<file path="src/rtl/dup_ctrl_pkg.sv">
// Shared types and constants for the duplex reconfiguration controller.
package dup_ctrl_pkg;

   localparam int MODE_W = 3;
   // Wide enough for PERSIST and MAX_RETRY up to 7.
   localparam int CNT_W  = 3;

   // Operating mode, also driven directly onto the mode output.
   typedef enum logic [MODE_W-1:0] {
      MODE_DUPLEX    = 3'd0,
      MODE_RETRY     = 3'd1,
      MODE_SIMPLEX_X = 3'd2,
      MODE_SIMPLEX_Y = 3'd3,
      MODE_FAIL      = 3'd4
   } mode_e;

   // Valid two-rail codes; 00 and 11 signal a self-detected error.
   localparam logic [1:0] TR_OK_A = 2'b01;
   localparam logic [1:0] TR_OK_B = 2'b10;

   // True when a copy's two-rail checker flags its own result as bad.
   function automatic logic two_rail_err(input logic [1:0] e);
      return !((e == TR_OK_A) || (e == TR_OK_B));
   endfunction

endpackage

</file>
<file path="src/rtl/strike_counter.sv">
// Saturating event counter. hit is high when the next increment reaches MAX,
// so the controller can act on the triggering event in the same decision.
module strike_counter
   import dup_ctrl_pkg::*;
#(
   parameter int MAX = 3
) (
   input  logic clk,
   input  logic rst_n,
   input  logic inc,
   input  logic clr,
   output logic hit
);

   localparam logic [CNT_W-1:0] LIMIT = CNT_W'(MAX);
   localparam logic [CNT_W-1:0] LAST  = CNT_W'(MAX - 1);

   logic [CNT_W-1:0] count;

   // Count events, clear on request, hold at LIMIT instead of wrapping.
   // NOTE: sequential state is written only with non-blocking assignments so
   // every register samples the pre-edge values of its neighbours.
   always_ff @(posedge clk or negedge rst_n) begin
      if (!rst_n) begin
         count <= '0;
      end else if (clr) begin
         count <= '0;
      end else if (inc && (count < LIMIT)) begin
         count <= count + 1'b1;
      end
   end

   assign hit = (count >= LAST);

endmodule

</file>
<file path="src/rtl/duplex_reconfig_ctrl.sv">
// Voter / reconfiguration controller for a duplicated computation pair.
// Masks single-copy faults, requests recomputation on undiagnosable
// disagreement, degrades to simplex on persistent faults, latches FAIL.
module duplex_reconfig_ctrl
   import dup_ctrl_pkg::*;
#(
   parameter int DATA_W    = 4,
   parameter int PERSIST   = 3,
   parameter int MAX_RETRY = 2
) (
   input  logic              clk,
   input  logic              rst_n,
   input  logic              in_valid,
   input  logic [DATA_W-1:0] x_data,
   input  logic [1:0]        x_e,
   input  logic [DATA_W-1:0] y_data,
   input  logic [1:0]        y_e,
   input  logic              clear,
   output logic              out_valid,
   output logic [DATA_W-1:0] out_data,
   output logic              retry_req,
   output logic [MODE_W-1:0] mode,
   output logic              x_faulty,
   output logic              y_faulty,
   output logic              fail
);

   mode_e             state_q, state_d;
   logic              out_valid_d, retry_req_d;
   logic [DATA_W-1:0] out_data_d;
   logic              x_faulty_d, y_faulty_d, fail_d;

   logic xs_inc, xs_clr, xs_hit;
   logic ys_inc, ys_clr, ys_hit;
   logic rc_inc, rc_clr, rc_hit;

   logic xe, ye, mism;

   assign xe   = two_rail_err(x_e);
   assign ye   = two_rail_err(y_e);
   assign mism = (x_data != y_data);

   strike_counter #(.MAX(PERSIST)) u_xstrike (
      .clk(clk), .rst_n(rst_n), .inc(xs_inc), .clr(xs_clr), .hit(xs_hit)
   );

   strike_counter #(.MAX(PERSIST)) u_ystrike (
      .clk(clk), .rst_n(rst_n), .inc(ys_inc), .clr(ys_clr), .hit(ys_hit)
   );

   strike_counter #(.MAX(MAX_RETRY)) u_retry (
      .clk(clk), .rst_n(rst_n), .inc(rc_inc), .clr(rc_clr), .hit(rc_hit)
   );

   // Decide next mode, output values, flags and counter actions.
   // NOTE: every signal gets a default before any branch, so no path can
   // leave one unassigned and infer a latch.
   always_comb begin
      state_d     = state_q;
      out_valid_d = 1'b0;
      retry_req_d = 1'b0;
      out_data_d  = out_data;
      x_faulty_d  = x_faulty;
      y_faulty_d  = y_faulty;
      fail_d      = fail;
      xs_inc      = 1'b0;
      xs_clr      = 1'b0;
      ys_inc      = 1'b0;
      ys_clr      = 1'b0;
      rc_inc      = 1'b0;
      rc_clr      = 1'b0;

      if (clear) begin
         // Clear wins over a same-cycle result.
         state_d    = MODE_DUPLEX;
         x_faulty_d = 1'b0;
         y_faulty_d = 1'b0;
         fail_d     = 1'b0;
         xs_clr     = 1'b1;
         ys_clr     = 1'b1;
         rc_clr     = 1'b1;
      end else if (in_valid) begin
         unique case (state_q)
            MODE_DUPLEX, MODE_RETRY: begin
               if (!xe && !ye && !mism) begin
                  out_valid_d = 1'b1;
                  out_data_d  = x_data;
                  xs_clr      = 1'b1;
                  ys_clr      = 1'b1;
                  rc_clr      = 1'b1;
                  state_d     = MODE_DUPLEX;
               end else if (xe && !ye) begin
                  // X flagged itself: trust Y, count a strike against X.
                  out_valid_d = 1'b1;
                  out_data_d  = y_data;
                  xs_inc      = 1'b1;
                  if (xs_hit) begin
                     x_faulty_d = 1'b1;
                     state_d    = MODE_SIMPLEX_Y;
                  end else begin
                     state_d    = MODE_DUPLEX;
                  end
               end else if (ye && !xe) begin
                  out_valid_d = 1'b1;
                  out_data_d  = x_data;
                  ys_inc      = 1'b1;
                  if (ys_hit) begin
                     y_faulty_d = 1'b1;
                     state_d    = MODE_SIMPLEX_X;
                  end else begin
                     state_d    = MODE_DUPLEX;
                  end
               end else begin
                  // Both bad, or both clean but disagreeing: cannot tell
                  // which copy is right, so recompute or give up.
                  rc_inc = 1'b1;
                  if (rc_hit) begin
                     fail_d  = 1'b1;
                     state_d = MODE_FAIL;
                  end else begin
                     retry_req_d = 1'b1;
                     state_d     = MODE_RETRY;
                  end
               end
            end
            MODE_SIMPLEX_X: begin
               if (!xe) begin
                  out_valid_d = 1'b1;
                  out_data_d  = x_data;
               end else begin
                  fail_d  = 1'b1;
                  state_d = MODE_FAIL;
               end
            end
            MODE_SIMPLEX_Y: begin
               if (!ye) begin
                  out_valid_d = 1'b1;
                  out_data_d  = y_data;
               end else begin
                  fail_d  = 1'b1;
                  state_d = MODE_FAIL;
               end
            end
            default: begin
               // FAIL holds until clear or reset.
               state_d = MODE_FAIL;
            end
         endcase
      end
   end

   // Register mode and all outputs; reset discards any pending retry.
   always_ff @(posedge clk or negedge rst_n) begin
      if (!rst_n) begin
         state_q   <= MODE_DUPLEX;
         out_valid <= 1'b0;
         out_data  <= '0;
         retry_req <= 1'b0;
         x_faulty  <= 1'b0;
         y_faulty  <= 1'b0;
         fail      <= 1'b0;
      end else begin
         state_q   <= state_d;
         out_valid <= out_valid_d;
         out_data  <= out_data_d;
         retry_req <= retry_req_d;
         x_faulty  <= x_faulty_d;
         y_faulty  <= y_faulty_d;
         fail      <= fail_d;
      end
   end

   assign mode = state_q;

endmodule

</file>
<file path="config.mk">
export PLATFORM = sky130hd
export DESIGN_NAME = duplex_reconfig_ctrl
export DESIGN_NICKNAME = d
export VERILOG_FILES = /design/src/rtl/dup_ctrl_pkg.sv /design/src/rtl/strike_counter.sv /design/src/rtl/duplex_reconfig_ctrl.sv
export SDC_FILE = /design/constraint.sdc
export NUM_CORES = 1
export LEC_CHECK = 0
export ABC_AREA = 1
export CAP_MARGIN = 20
export CELL_PAD_IN_SITES_DETAIL_PLACEMENT = 0
export CELL_PAD_IN_SITES_GLOBAL_PLACEMENT = 1
export CORE_MARGIN = 1.5
export CORE_UTILIZATION = 37
export DETAILED_ROUTE_END_ITERATION = 8
export HOLD_SLACK_MARGIN = 0.15
export PLACE_DENSITY_LB_ADDON = 0.1
export SLEW_MARGIN = 20
export SYNTH_ARGS = -nofsm -noshare
export SYNTH_HDL_FRONTEND = slang
export SYNTH_SLANG_ARGS = --single-unit
</file>
<file path="constraint.sdc">
create_clock -name clk -period 1.7 [get_ports clk]
set_input_delay 0.17 -clock clk [delete_from_list [all_inputs] [get_ports clk]]
set_output_delay 0.17 -clock clk [all_outputs]
set_load 0.005 [all_outputs]
</file>
==> results of run 1 <==
==> cells in the mapped netlist (all sizes together) <==
library cell,instances
a21oi,19
buf,2
clkinv,1
dfrtp,21
ha,11
inv,36
nand2,49
nand2b,1
nand3,15
nand4,5
nor2,17
nor3,1
nor3b,1
nor4,1
o21ai,18
o31ai,1
or2,3
xor2,2
==> cell type report <==
type                       instances  area, um^2  area share, %
multi-input combinational        144         835           41.6
sequential                        21         526           26.2
timing repair buffer              44         398           19.9
inverter                          37         140           6.99
tap                               48        60.1           3.00
clock buffer                       3        41.3           2.06
clock inverter                     1        5.00          0.250
==> cell families after synthesis <==
| family | Yosys count |
|---|---|
| compound gates | 38 |
| fa+ha+maj | 11 |
| simple gates | 93 |
| xor+xnor | 2 |
| buf+inv | 39 |
| flops | 21 |
==> routing by layer <==
| metal | part of all wire (%) | GRT usage [%] | vias up |
|---|---|---|---|
| met1 | 47 | 23.1 | 668 |
| met4 | 1.0 | 5.36 | 0 |
| met2 | 49 | 31.9 | 24 |
| met5 | 0 | 0 | - |
| met3 | 3.3 | 2.20 | 4 |
| li1 | - | - | 743 |
==> timing repair <==
action | 4_1_cts | 5_1_grt
buffers inserted | 0 | 3
endpoints found under the setup margin | 0 | 18
gates resized for setup | 0 | 10
hold endpoints to repair | 0 | 0
==> placed cells by master (no fill, tap or decap), drive strengths merged <==
cell type / Yosys / layout
clkinv: 1 / 2
clkbuf: 0 / 3
nor4: 1 / 1
xor2: 2 / 2
buf: 2 / 17
clkdlybuf4s50: 0 / 27
nand3: 15 / 15
nand2b: 1 / 1
nor2: 17 / 17
nand4: 5 / 5
ha: 11 / 11
a21oi: 19 / 19
nor3: 1 / 1
dfrtp: 21 / 21
nand2: 49 / 49
or2: 3 / 3
inv: 36 / 36
nor3b: 1 / 1
o31ai: 1 / 1
o21ai: 18 / 18
==> power groups by stage <==
stage | Sequential (mW) | Combinational [mW] | Clock (mW)
finish | 0.591 | 0.440 | 0.343
global route | 0.600 | 0.497 | 0.367
CTS | 0.591 | 0.422 | 0.357
detailed placement | 0.601 | 0.421 | 0
global placement | 0.598 | 0.417 | 0
floorplan | 0.601 | 0.191 | 0
==> final timing paths <==
| check | end | cells past startpoint |
|---|---|---|
| worst max-delay path | y_faulty | 12 |
| worst min-delay path | out_data[3] | 2 |
| worst max register to register | mode[1] | 8 |
| worst min register to register | out_data[0] | 2 |
| max in group asynchronous | u_retry.count[2] | 2 |
| min in group clk | out_data[0] | 2 |
==> metrics by stage <==
step                cells  hold WS, ns  TNS, ns  utilization (%)  worst slack, ns
global route          298        0.280   -0.146             53.2          -0.0202
finish                298        0.246        0             53.2            0.132
detailed placement    291        0.480    -4.11             50.8           -0.232
floorplan             204       -0.126        0                -            0.321
CTS                   295        0.258        0             52.0           0.0505
global placement      291        0.468    -3.80             50.8           -0.210
==> registers in the layout, indices dropped and copies added, names as in the netlist <==
name	count
out_data	4
mode	3
u_retry.count	3
u_xstrike.count	3
u_ystrike.count	3
fail	1
out_valid	1
retry_req	1
x_faulty	1
y_faulty	1
==> worst max-delay path: cells and delay by family <==
kind | cells | cell delay, ns
buffers and inverters | 5 | 0.89
AOI/OAI and AO/OA | 2 | 0.20
adders and majority gates | 1 | 0.20
and+or+nand+nor | 4 | 0.29
==> metrics.txt, run 1 <==
status=complete, no violations; slowest CP cell=clkdlybuf4s50_1; core box area=3770 um^2; Max-Cap Viols=0; GPL Wtd Cong=0.864; maximum VDD drop=284 uV; Mapped Area=1490 um^2; Die Area=4420 um^2; Critical Path Source=y_e[1]; Area Growth Syn to Fin=34.4%; Syn Area/Cell=7.31 um^2; Int Pwr=0.945 mW; endpoints failing setup=0; initial antenna violation count=0; DRC errors left=0; share of cells above drive strength 1=16.8%; IO buf count=27; vias per cell=4.83; CTS max path bufs=2; Worst-path clk slew=0.08 ns; Synth top area share=35.2%; gr ovfl total=0; vias in the first global route=1367; combinational power share=32.0%; FF-to-FF Start=u_xstrike.count[0]; Relative slew margins=76.1%; fin crit share=92.2%; post-synthesis xor/xnor area fraction=1.17%; Die H=66.5 um; Die Width=66.5 um; I/O pins=28; Period minus WS final=1.57 ns; Post-Syn Nets=231; largest cells by area after synthesis=dfrtp_1 35%, nand2_1 12%, ha_1 9.2%; largest family of logic cells by synthesized area=simple AND/OR/NAND/NOR gates; Post-Synth Adder-Cell Area=9.23%; CTS sink count=21; area of placed instances=1910 um^2; Reg2Reg Setup Slack=0.22 ns; critical path data required time=1.90 ns; Synth Area in Compound Gates=14.2%; Clock Skew=0.00169 ns; final total power=1.37 mW; Sw Pwr=0.428 mW; drt wl/cell=12.0 um; final max-slew violation count=0; first-pass GRT wire length=6130 um; Switching Share=31.2%; simple-gate area share of the yosys netlist=29.9%; Seq/Total Area, Yosys=35.2%; final number of hold-violating endpoints=0; Initial Util=39.5%; dpl hpwl=2750 um; Tightest Hold Check Type=in -> async; multiplexer share of the synthesized area=0%; Syn Inst Count=204; Antenna Nets Post-Route=0; Distinct cells, synth=28; largest net degree at the start of global routing=22; nets=278; worst-margin pin slew=0.356 ns; Post-Layout Inst Area=2000 um^2; CP peak stage delay=0.48 ns; #FFs+latches synth=21; CP Launch Type=input port; Clock power frac=24.9%; H-tree Lvls=1; Fillers=373; clk_lat worst skew=0.26 ns; Cell Chain, Critical Path=clkdlybuf4s50_1, inv_1, nand2_1, nand2_1, buf_4, inv_1, ha_2, buf_4, o31ai_1, nor2_1, nand3_1, a21oi_1; FMAX=638 MHz; root buffer cell=clkbuf_8; Pwr per Cell Area=685 nW/um^2; TritonRoute pass-1 iters=4; critical path class=in -> reg; GRT Util Overall=18.1%; critical path data arrival time=1.77 ns; # rows=22; Seq pwr share=43.0%; hold_buf cts=0; CTS tree=done; leakage dissipation=0.987 nW; TritonCTS Buffers=3; antenna cells=0; Yosys top cell by area=dfrtp_1; CP Capture Type=flop; Synth Warn #=0; Max FO, Critical Path=4; WL final=3560 um; initial DRC count=70; via count=1439
(Power assumes the default switching activity.)
==> run 2, diff against run 1 <==
==> constraint.sdc (replaced) <==
create_clock -name clk -period 1.7 [get_ports clk]
set_input_delay 0.34 -clock clk [delete_from_list [all_inputs] [get_ports clk]]
set_output_delay 0.34 -clock clk [all_outputs]
set_load 0.005 [all_outputs]
==> run 2 against run 1 <==
  * Clock power about the same
  * Die area did not move
  * Worst hold slack better by 0.17 ns
  * Fmax fell by 2.5%
  * First-iteration DRC count shrank 60%
  * Power is 0.47% lower
  * Design area increased by 1.4%
  * Via count fell by 0.49%
  * Routed wire length increased by 0.59%
  * Final cell count fell by 0.34%
  * Clock skew is essentially flat
  * Critical endpoint is now mode[2]
==> metrics.txt, run 2 (same netlist as run 1, synthesis figures left out) <==
status=complete, no violations; TNS Setup=0 ns; most common cell after layout, fill and taps aside=nand2_1; CP Capture Type=output pin; critical path data required time=1.36 ns; FMAX=622 MHz; Initial Util=39.5%; endpoints failing setup=0; met1 WL=1630 um; Die Width=66.5 um; nets=277; via count=1432; drt wl/cell=12.1 um; core box area=3770 um^2; TritonCTS Buffers=3; CTS max path bufs=2; fin cells=297; first-pass GRT wire length=6280 um; clk_lat worst skew=0.27 ns; Antenna Nets Post-Route=0; leakage dissipation=1.00 nW; Max-Cap Viols=0; hold_buf cts=0; WL final=3580 um; Die Area=4420 um^2; initial DRC count=28; Cell Chain, Critical Path=clkdlybuf4s50_1; critical path class=reg -> out; worst-margin pin slew=0.388 ns; slowest CP cell=clkdlybuf4s50_1; DRC errors left=0; Clock Skew=0.00154 ns; critical path data arrival time=1.27 ns; Buf/Inv on CP=1; Post-Layout Inst Area=2030 um^2; share of cells above drive strength 1=18.1%; I/O pins=28; Relative slew margins=73.9%; antenna cells=0; IO buf count=27; H-tree Lvls=1; CTS sink count=21; Fillers=383; fin util=53.9%; area of placed instances=1920 um^2; final number of hold-violating endpoints=0; final max-slew violation count=0; vias in the first global route=1434; gr ovfl total=0; CP Launch Type=flop; root buffer cell=clkbuf_8; GPL Wtd Cong=0.834; Die H=66.5 um; commonest non-fill, non-tap cells in the layout=43 x nand2_1, 33 x inv_1, 23 x clkdlybuf4s50_1, 20 x dfrtp_1, 17 x a21oi_1; dpl hpwl=2790 um; GRT Util Overall=18.7%; CTS tree=done; Pwr per Cell Area=673 nW/um^2; CP peak stage delay=0.54 ns; WHS=0.412 ns; TritonRoute pass-1 iters=4; # rows=22; placed insts=292; Setup Fix Bufs, Post-CTS=0; met3 wire len=109 um; vias per cell=4.82; Tightest Hold Check Type=in -> async; Max FO, Critical Path=4; Worst-path clk slew=0.08 ns; RSZ-0062 raised after global routing=no; Top delay family on crit path=buffers and inverters; fin crit share=94.6%; max reg flops=4; maximum VDD drop=270 uV; metal2 WL=1780 um; Top reg by flops=out_data; largest net degree at the start of global routing=22; max layer used=met4; Period minus WS final=1.61 ns; initial antenna violation count=0; Area Growth Syn to Fin=36.2%
==> run 2: cell count changes in the layout (fill, tap and decap cells not counted), sizes merged <==
cell	delta
clkdlybuf4s50	-4
buf	-2
o21ai	+1
dlygate4sd2	+4
==> run 2: through the flow <==
step           setup slack (ns)  total power [mW]
2_1_floorplan             0.151             0.793
3_3_place_gp             -0.425              1.02
3_5_place_dp             -0.442              1.02
4_1_cts                 0.00883              1.39
5_1_grt                  0.0208              1.47
6_report                 0.0917              1.37
==> run 2: what timing repair did <==
action	4_1_cts	5_1_grt
setup endpoints to repair	19	3
gates resized for setup	20	2
pin swaps	12	1
cloned	1	0
==> run 2: report_power, final <==
part           leakage, nW  internal [mW]  switching [mW]  total, mW
clock               0.0255          0.164           0.177      0.341
sequential           0.283          0.551          0.0393      0.591
combinational        0.697          0.221           0.214      0.435
==> run 2: worst paths after layout <==
kind | startpoint | end | slack, ns | cells past startpoint
max | mode[2] | mode[2] | 0.09 | 1
min | rst_n | out_data[3] | 0.41 | 2
max reg2reg | u_xstrike.count[0] | mode[1] | 0.21 | 8
min reg2reg | out_data[2] | out_data[2] | 0.49 | 2
max in group asynchronous | rst_n | mode[1] | 1.05 | 2
min in group clk | out_data[2] | out_data[2] | 0.49 | 2
==> run 2: final cells by class <==
cell class / instances / area, um^2 / area share [%]
Sequential cell: 21 / 527 / 25.9
Tap cell: 48 / 60.1 / 2.96
Inverter: 37 / 140 / 6.90
Timing Repair Buffer: 42 / 382 / 18.8
Clock buffer: 3 / 41.3 / 2.03
Multi-Input combinational cell: 145 / 877 / 43.2
Clock inverter: 1 / 5.00 / 0.246
==> run 2: layer usage <==
metal / vias to the layer above / track usage, %
li1: 741 / -
met1: 661 / 23.4
met2: 23 / 32.6
met3: 7 / 2.70
met4: 0 / 6.38
met5: - / 0
==> run 3, diff against run 2 <==
--- a/config.mk
+++ b/config.mk
@@ -14,7 +14,7 @@
 export DETAILED_ROUTE_END_ITERATION = 8
 export HOLD_SLACK_MARGIN = 0.15
 export PLACE_DENSITY_LB_ADDON = 0.1
-export SLEW_MARGIN = 20
+export SLEW_MARGIN = 25
 export SYNTH_ARGS = -nofsm -noshare
 export SYNTH_HDL_FRONTEND = slang
 export SYNTH_SLANG_ARGS = --single-unit
==> results of run 3 <==
Final layout, timing and power as in run 2 (identical DEF).
